===== config.mk =====
export PLATFORM = sky130hd
export DESIGN_NAME = board_key_conditioner
export DESIGN_NICKNAME = d
export VERILOG_FILES = /design/src/rtl/board_io_pkg.sv /design/src/rtl/key_debouncer.sv /design/src/rtl/board_key_conditioner.sv
export SDC_FILE = /design/constraint.sdc
export NUM_CORES = 1
export LEC_CHECK = 0
export ABC_AREA = 1
export CORE_ASPECT_RATIO = 1.25
export CORE_MARGIN = 5
export CORE_UTILIZATION = 50
export CTS_CLUSTER_SIZE = 16
export DETAILED_ROUTE_END_ITERATION = 8
export GPL_ROUTABILITY_DRIVEN = 0
export GPL_TIMING_DRIVEN = 1
export HOLD_SLACK_MARGIN = 0.05
export PLACE_DENSITY = 0.69
export SLEW_MARGIN = 30
export SYNTH_ARGS = -nofsm -noshare
export SYNTH_HDL_FRONTEND = slang
export SYNTH_SLANG_ARGS = --single-unit

===== constraint.sdc =====
create_clock -name clk -period 1.8 [get_ports clk]
set_clock_uncertainty 0.2 [all_clocks]
set_input_delay 0.54 -clock clk [delete_from_list [all_inputs] [get_ports clk]]
set_output_delay 0.54 -clock clk [all_outputs]
set_load 0.1 [all_outputs]

===== src/rtl/board_io_pkg.sv =====
// Shared types and helpers for board I/O conditioning.
// Holds the key-reset FSM states and a ms-to-cycles helper.
package board_io_pkg;

  typedef enum logic [1:0] {
    IDLE   = 2'd0,
    HOLD   = 2'd1,
    ACTIVE = 2'd2
  } rst_state_e;

  function automatic int ms_to_cycles(
    input int clk_mhz,
    input int ms
  );
    return clk_mhz * 1000 * ms;
  endfunction

endpackage


===== src/rtl/key_debouncer.sv =====
// Single key channel: 2-flop synchroniser, debounce counter,
// stable level and one-cycle press/release pulses.
module key_debouncer #(
  parameter int debounce_cycles = 8
) (
  input  logic clk,
  input  logic rst,
  input  logic raw,
  output logic level,
  output logic pressed,
  output logic released
);

  localparam int CW = $clog2(debounce_cycles + 1);
  localparam logic [CW-1:0] LAST = CW'(debounce_cycles - 1);

  logic          sync1_q, sync1_d;
  logic          sync2_q, sync2_d;
  logic          stable_q, stable_d;
  logic [CW-1:0] cnt_q, cnt_d;
  logic          pressed_q, pressed_d;
  logic          released_q, released_d;

  // Count cycles of disagreement; accept once the count completes.
  always_comb begin
    sync1_d    = raw;
    sync2_d    = sync1_q;
    stable_d   = stable_q;
    cnt_d      = '0;
    pressed_d  = 1'b0;
    released_d = 1'b0;
    if (sync2_q != stable_q) begin
      if (cnt_q == LAST) begin
        stable_d   = sync2_q;
        pressed_d  = sync2_q;
        released_d = ~sync2_q;
      end else begin
        cnt_d = cnt_q + CW'(1);
      end
    end
  end

  // State registers, all cleared to the released level.
  always_ff @(posedge clk) begin
    if (rst) begin
      sync1_q    <= 1'b0;
      sync2_q    <= 1'b0;
      stable_q   <= 1'b0;
      cnt_q      <= '0;
      pressed_q  <= 1'b0;
      released_q <= 1'b0;
    end else begin
      sync1_q    <= sync1_d;
      sync2_q    <= sync2_d;
      stable_q   <= stable_d;
      cnt_q      <= cnt_d;
      pressed_q  <= pressed_d;
      released_q <= released_d;
    end
  end

  assign level    = stable_q;
  assign pressed  = pressed_q;
  assign released = released_q;

endmodule


===== src/rtl/board_key_conditioner.sv =====
// Board key front end: per-key debounce plus a reset request
// raised by holding a key combination.
module board_key_conditioner
  import board_io_pkg::*;
#(
  parameter int clk_mhz            = 27,
  parameter int w_key              = 2,
  parameter int key_active_low     = 1,
  parameter int reverse_key        = 0,
  parameter int debounce_cycles    = ms_to_cycles(clk_mhz, 10),
  parameter logic [w_key-1:0] rst_key_mask = '1,
  parameter int rst_hold_cycles    = ms_to_cycles(clk_mhz, 500),
  parameter int rst_stretch_cycles = 16
) (
  input  logic             clk,
  input  logic             rst,
  input  logic [w_key-1:0] KEY,
  output logic [w_key-1:0] key,
  output logic [w_key-1:0] key_pressed,
  output logic [w_key-1:0] key_released,
  output logic             rst_out
);

  localparam int HW = $clog2(rst_hold_cycles + 1);
  localparam int SW = $clog2(rst_stretch_cycles + 1);
  localparam logic [HW-1:0] HOLD_LAST = HW'(rst_hold_cycles - 1);
  localparam logic [SW-1:0] SLOAD = SW'(rst_stretch_cycles);

  logic [w_key-1:0] norm;

  for (genvar i = 0; i < w_key; i++) begin : g_ch
    localparam int SRC = (reverse_key != 0) ? (w_key - 1 - i) : i;
    assign norm[i] = KEY[SRC] ^ (key_active_low != 0);
    key_debouncer #(
      .debounce_cycles(debounce_cycles)
    ) u_deb (
      .clk      (clk),
      .rst      (rst),
      .raw      (norm[i]),
      .level    (key[i]),
      .pressed  (key_pressed[i]),
      .released (key_released[i])
    );
  end

  rst_state_e    state_q, state_d;
  logic [HW-1:0] hold_q, hold_d;
  logic [SW-1:0] stretch_q, stretch_d;
  logic          rst_out_q, rst_out_d;
  logic          combo;

  assign combo = (rst_key_mask != '0) &&
                 ((key & rst_key_mask) == rst_key_mask);

  // Reset request FSM: hold the combination, then stretch after release.
  always_comb begin
    state_d   = state_q;
    hold_d    = hold_q;
    stretch_d = stretch_q;
    unique case (state_q)
      IDLE: begin
        hold_d = '0;
        if (combo) begin
          if (rst_hold_cycles == 1) begin
            state_d   = ACTIVE;
            stretch_d = SLOAD;
          end else begin
            state_d = HOLD;
            hold_d  = HW'(1);
          end
        end
      end
      HOLD: begin
        if (!combo) begin
          state_d = IDLE;
          hold_d  = '0;
        end else if (hold_q == HOLD_LAST) begin
          state_d   = ACTIVE;
          hold_d    = '0;
          stretch_d = SLOAD;
        end else begin
          hold_d = hold_q + HW'(1);
        end
      end
      ACTIVE: begin
        if (combo) begin
          stretch_d = SLOAD;
        end else if (stretch_q <= SW'(1)) begin
          state_d   = IDLE;
          stretch_d = '0;
        end else begin
          stretch_d = stretch_q - SW'(1);
        end
      end
      default: begin
        state_d   = IDLE;
        hold_d    = '0;
        stretch_d = '0;
      end
    endcase
    rst_out_d = rst | (state_q == ACTIVE);
  end

  // FSM and registered reset output.
  always_ff @(posedge clk) begin
    if (rst) begin
      state_q   <= IDLE;
      hold_q    <= '0;
      stretch_q <= '0;
      rst_out_q <= 1'b1;
    end else begin
      state_q   <= state_d;
      hold_q    <= hold_d;
      stretch_q <= stretch_d;
      rst_out_q <= rst_out_d;
    end
  end

  assign rst_out = rst_out_q;

endmodule


---- Word level (Yosys, flattened, before mapping) ----
Cells that the tools add are included.
storage, ports and cells
  register bits after elaboration ......... 80
  output and inout port bits .............. 7
  word-level logic and storage cells ...... 69
operators by class
  $add $sub $neg .......................... 4
  magnitude comparators ................... 1
  equal/unequal tests ..................... 14
  multiplexer cells ....................... 15
  bitwise operators ....................... 10
  reduce and logical (&&, ||, !) cells .... 9
operators with widths
  operator                 number
  $pmux W24 S3             1
  $mux W24                 2
  $add A19 B1 Y19 const B  2
  $eq A19 B19 Y1 const B   2
  $add A24 B1 Y24 const B  1
  $eq A24 B24 Y1 const B   1
  $mux W5                  4
  $pmux W5 S3              1
  $reduce_or A3 Y1         4
  $mux W2                  5
  $ne A2 B2 Y1 const B     5
  $not A1 Y1               9
  $pmux W2 S3              1
  $le A5 B1 Y1 const B     1
  $sub A5 B1 Y5 const B    1
  $eq A2 B2 Y1 const B     2
  $reduce_and A2 Y1        2
  $reduce_and A4 Y1        1
  $ne A3 B3 Y1 const B     1
  $reduce_and A3 Y1        1
  $eq A2 B1 Y1 const B     1
  $logic_not A2 Y1         1
  $ne A1 B1 Y1             2
  $mux W1                  1
  $or A1 B1 Y1             1

---- Logic depth before layout (Yosys ltp) ----
  depth after elaboration ................. 4
  depth in mapped cells ................... 11
  gate-level depth less buffers ........... 10

---- Modules after synthesis ----
Synthesis repeated with hierarchy kept, for this count alone.
second synthesis, totals
  cell total of the unflattened synthesis .. 682
  area total of the unflattened synthesis .. 4563.1 um^2
by module, submodules not included
  module                 times used  cells an instance  area each (um^2)  seq. area each (um^2)
  key_debouncer          2           157                1179.9            480.5
  board_key_conditioner  1           368                2203.4            640.6

---- Worst setup path after synthesis ----
OpenSTA, ideal clock, no wires.
  path type ............................... flip-flop to flip-flop
  from .................................... reg g_ch[1].u_deb.cnt_q[0]
  to ...................................... reg g_ch[1].u_deb.cnt_q[13]
  arrival ................................. 1.360 ns
  path slack .............................. 0.125 ns
  cell stages (with the launch flop) ...... 10
  period minus slack after synthesis ...... 1.675 ns
  path through ............................ dfxtp_1 > ha_1 > nand2_1 > inv_1 > nand2_1 > nor2_1 > nand4_2 > nand2_2 > buf_4 > nor2_1
between the ends
  longest elaborated chain between the ends .. 2
  elaborated cells between the ends (all ways) .. 3
  classes of those cells .................. add/sub: 1; eq/ne: 1; reduce/logical: 1
ends and longest elaborated chain
  what                                                                     RTL line             source
  start, declared                                                          key_debouncer.sv:20  logic [CW-1:0] cnt_q, cnt_d;
  start signal, assigned                                                   key_debouncer.sv:56  cnt_q <= cnt_d;
  parallel branches: the longest is 2 deep, another holds $add A19 B1 Y19  n/a
Parallel ways; which one is timed is not known.
A chain may end at the register's enable or synchronous reset.

---- Final worst setup path ----
  from .................................... reg g_ch[0].u_deb.stable_q
  to ...................................... out key[0]
RTL lines
  what                    RTL line                     source
  start, declared         key_debouncer.sv:19          logic stable_q, stable_d;
  start signal, assigned  key_debouncer.sv:55          stable_q <= stable_d;
  end, declared           board_key_conditioner.sv:18  output logic [w_key-1:0] key,
No word-level cell between the ends.

==> impl_metrics.ini <==
[floorplanning]
rows = 38
fp.dieW_um = 93.3
fp.dieArea_um2 = 10700
die-height_um = 114
core_um2 = 8610
ioPinCount = 11
start_util_pct = 50.4

[setup_path]
start_kind = register
critPathRequiredTime_ns = 1.06
reg2reg_from = hold_q[0]
regToRegEndpoint = hold_q[6]
arrival_ns = 1.02
r2r_slack_ns = 0.08
crit_type = reg2out
reg2regPathDepth = 11
critPathMaxFanout = 3
crit_path_end_kind = output pin

[layout]
fin_nets = 694
diodes = 0
fillCellCount = 801
drive_above_1_share_pct = 20.2
area_growth_pct = 19.5
multi_input_area_um2 = 2420
postLayoutCoreUtil_pct = 60.3
seqCellArea_um2 = 1620

[detailed_routing]
wl_per_cell_um = 11.5
postRouteAntennaNets = 0
drc = 0
drt-pass1-iter-count = 4
vias_per_cell = 4.89
routed_wirelength_um = 9280
vias = 3945
drt-initial-drc-count = 173

[sta]
finalMaxSlewViolations = 0
fin_crit_ns = 1.76
hold_viol_final = 0
worst_pin_slew_ns = 0.336
setup_viol = 0
rsz0062_at_grt = true
relSlewSlack_pct = 77.4
post-route-period-util_pct = 97.5
timing.fmax_mhz = 570

[grt]
overflow = 0
grt_usage_pct = 18.2
grt_start_max_net_pins = 24
antenna_found_initial = 0
grt_pass1_vias = 3728
grt_pass1_wl_um = 15800

[yosys]
yosysMostFrequentCell = nand2_1
netlist_instances = 640
yosys_warnings = 0
ys_ff_latch = 80
synth_area_per_cell_um2 = 6.78
synth.distinct_cells = 37
netlist_top_cells_count = nand2_1, nor2_1, inv_1, dfxtp_1, a21oi_1
synth_edf_count = 0
synth-main-ff-cell = dfxtp_1
ys_seq_area_share_pct = 36.9
async_reset_ff_share_pct = 0
synth_area_leaders = dfxtp_1, nand2_1, nor2_1
yosysTopAreaCellShare_pct = 36.9
syn_nets = 652
synth_top_area_cell = dfxtp_1
synth_area_um2 = 4340

[clock_network]
holdBufCountCts = 0
cts_tree = done
clkTransAtPathRegs_ns = 0.09
clk_path_buf_depth = 2
cts_buffers = 9
cts_sinks = 80
insertion_delay_ns = 0.36
root_buffer = clkbuf_8
htreeDepth = 3

[min_path]
hp-start = g_ch[0].u_deb.sync1_q
holdPathStages = 2
hold_path.class = reg2reg
min_to = g_ch[0].u_deb.sync2_q

[place]
port_buffers = 10
hpwl_um = 6650

[power_and_ir_drop]
leakage_uw = 0.00201
p_per_area_nw_per_um2 = 640
power_uw = 3320
peakVddDrop_mv = 0.435

[flow_run]
maxCapViolCount = 0

[outcome]
run_status = completed
-- logic make-up (layout without fill, tap and decap cells) --
logic type | after synthesis | after routing | synth area share, %
AND/OR/NAND/NOR | 359 | 360 | 38.1
buffers and inverters | 105 | 151 | 10.3
flip-flops | 80 | 80 | 36.9
AO/OA/AOI/OAI | 69 | 69 | 8.59
XOR/XNOR | 19 | 19 | 3.84
adder cells (fa/ha/maj) | 8 | 8 | 2.31
-- worst max-delay path, cell delays in order, from the launching register on --
cell     delay, ns
dfxtp_2       0.34
buf_4         0.14
buf_12        0.17
-- repair_timing --
item                       CTS  global route
buffers inserted             2             2
setup endpoints to repair   25            56
pin swaps                    2             9
gates resized for setup      2            39
cloned                       1             0
-- per-stage QoR --
step / TNS [ns] / cell area (um^2) / hold WS, ns / std cells / setup slack (ns)
finish: 0 / 5190 / 0.216 / 807 / 0.0447
CTS: -0.00561 / 5030 / 0.222 / 805 / -0.00561
global route: -0.0848 / 5190 / 0.243 / 807 / -0.0216
floorplan: 0 / 4340 / 0.188 / 640 / 0.125
detailed placement: -14.40 / 4800 / 0.198 / 786 / -0.327
global placement: -12.17 / 4800 / 0.198 / 786 / -0.283
-- layout by cell type, fill, tap and decap left out, drive strengths merged, types with 8 or more instances in the layout --
master / instances
or2: 9
xor2: 11
nand2: 164
dfxtp: 80
xnor2: 8
nor2: 100
o21ai: 14
nand4: 14
nand3: 44
inv: 89
a21oi: 50
clkbuf: 10
ha: 8
nor3: 23
buf: 45
-- state kept, by name, indices dropped and copies added (netlist names) --
| register | count |
|---|---|
| g_ch.u_deb.cnt_q | 38 |
| hold_q | 24 |
| stretch_q | 5 |
| g_ch.u_deb.level | 2 |
| g_ch.u_deb.pressed | 2 |
| g_ch.u_deb.released | 2 |
| g_ch.u_deb.sync1_q | 2 |
| g_ch.u_deb.sync2_q | 2 |
| state_q | 2 |
| rst_out | 1 |
-- report_power, final --
group	internal, uW	leakage [uW]	switching [uW]	total, uW
sequential	1780	0.000652	14.9	1800
combinational	68.0	0.00127	112	180
clock	649	0.0000933	690	1340
total	2500	0.00201	817	3320
-- cell type report --
class                      count  area share (%)
multi-input combinational    456            46.6
sequential                    80            31.2
clock buffer                  10            2.46
inverter                      87            6.30
clock inverter                 6            1.30
tap                          120            2.90
timing repair buffer          48            9.26
-- routing by layer --
| layer | global-route usage, % | wire, um | vias to the layer above |
|---|---|---|---|
| met5 | 0 | 0 | - |
| li1 | - | - | 2091 |
| met4 | 7.92 | 172 | 0 |
| met2 | 31.0 | 4540 | 41 |
| met3 | 3.35 | 224 | 15 |
| met1 | 22.3 | 4340 | 1798 |
-- worst max path at each step --
stage / startpoint / end / slack, ns / depth (start not counted)
2_1_floorplan: g_ch[1].u_deb.cnt_q[0] / g_ch[1].u_deb.cnt_q[13] / 0.13 / 9
3_3_place_gp: rst / g_ch[0].u_deb.cnt_q[12] / -0.28 / 5
3_5_place_dp: rst / g_ch[0].u_deb.cnt_q[12] / -0.33 / 5
4_1_cts: hold_q[0] / stretch_q[3] / -0.006 / 10
5_1_grt: state_q[1] / stretch_q[0] / -0.02 / 9
6_report: g_ch[0].u_deb.level / key[0] / 0.04 / 2
(Power assumes the default switching activity.)
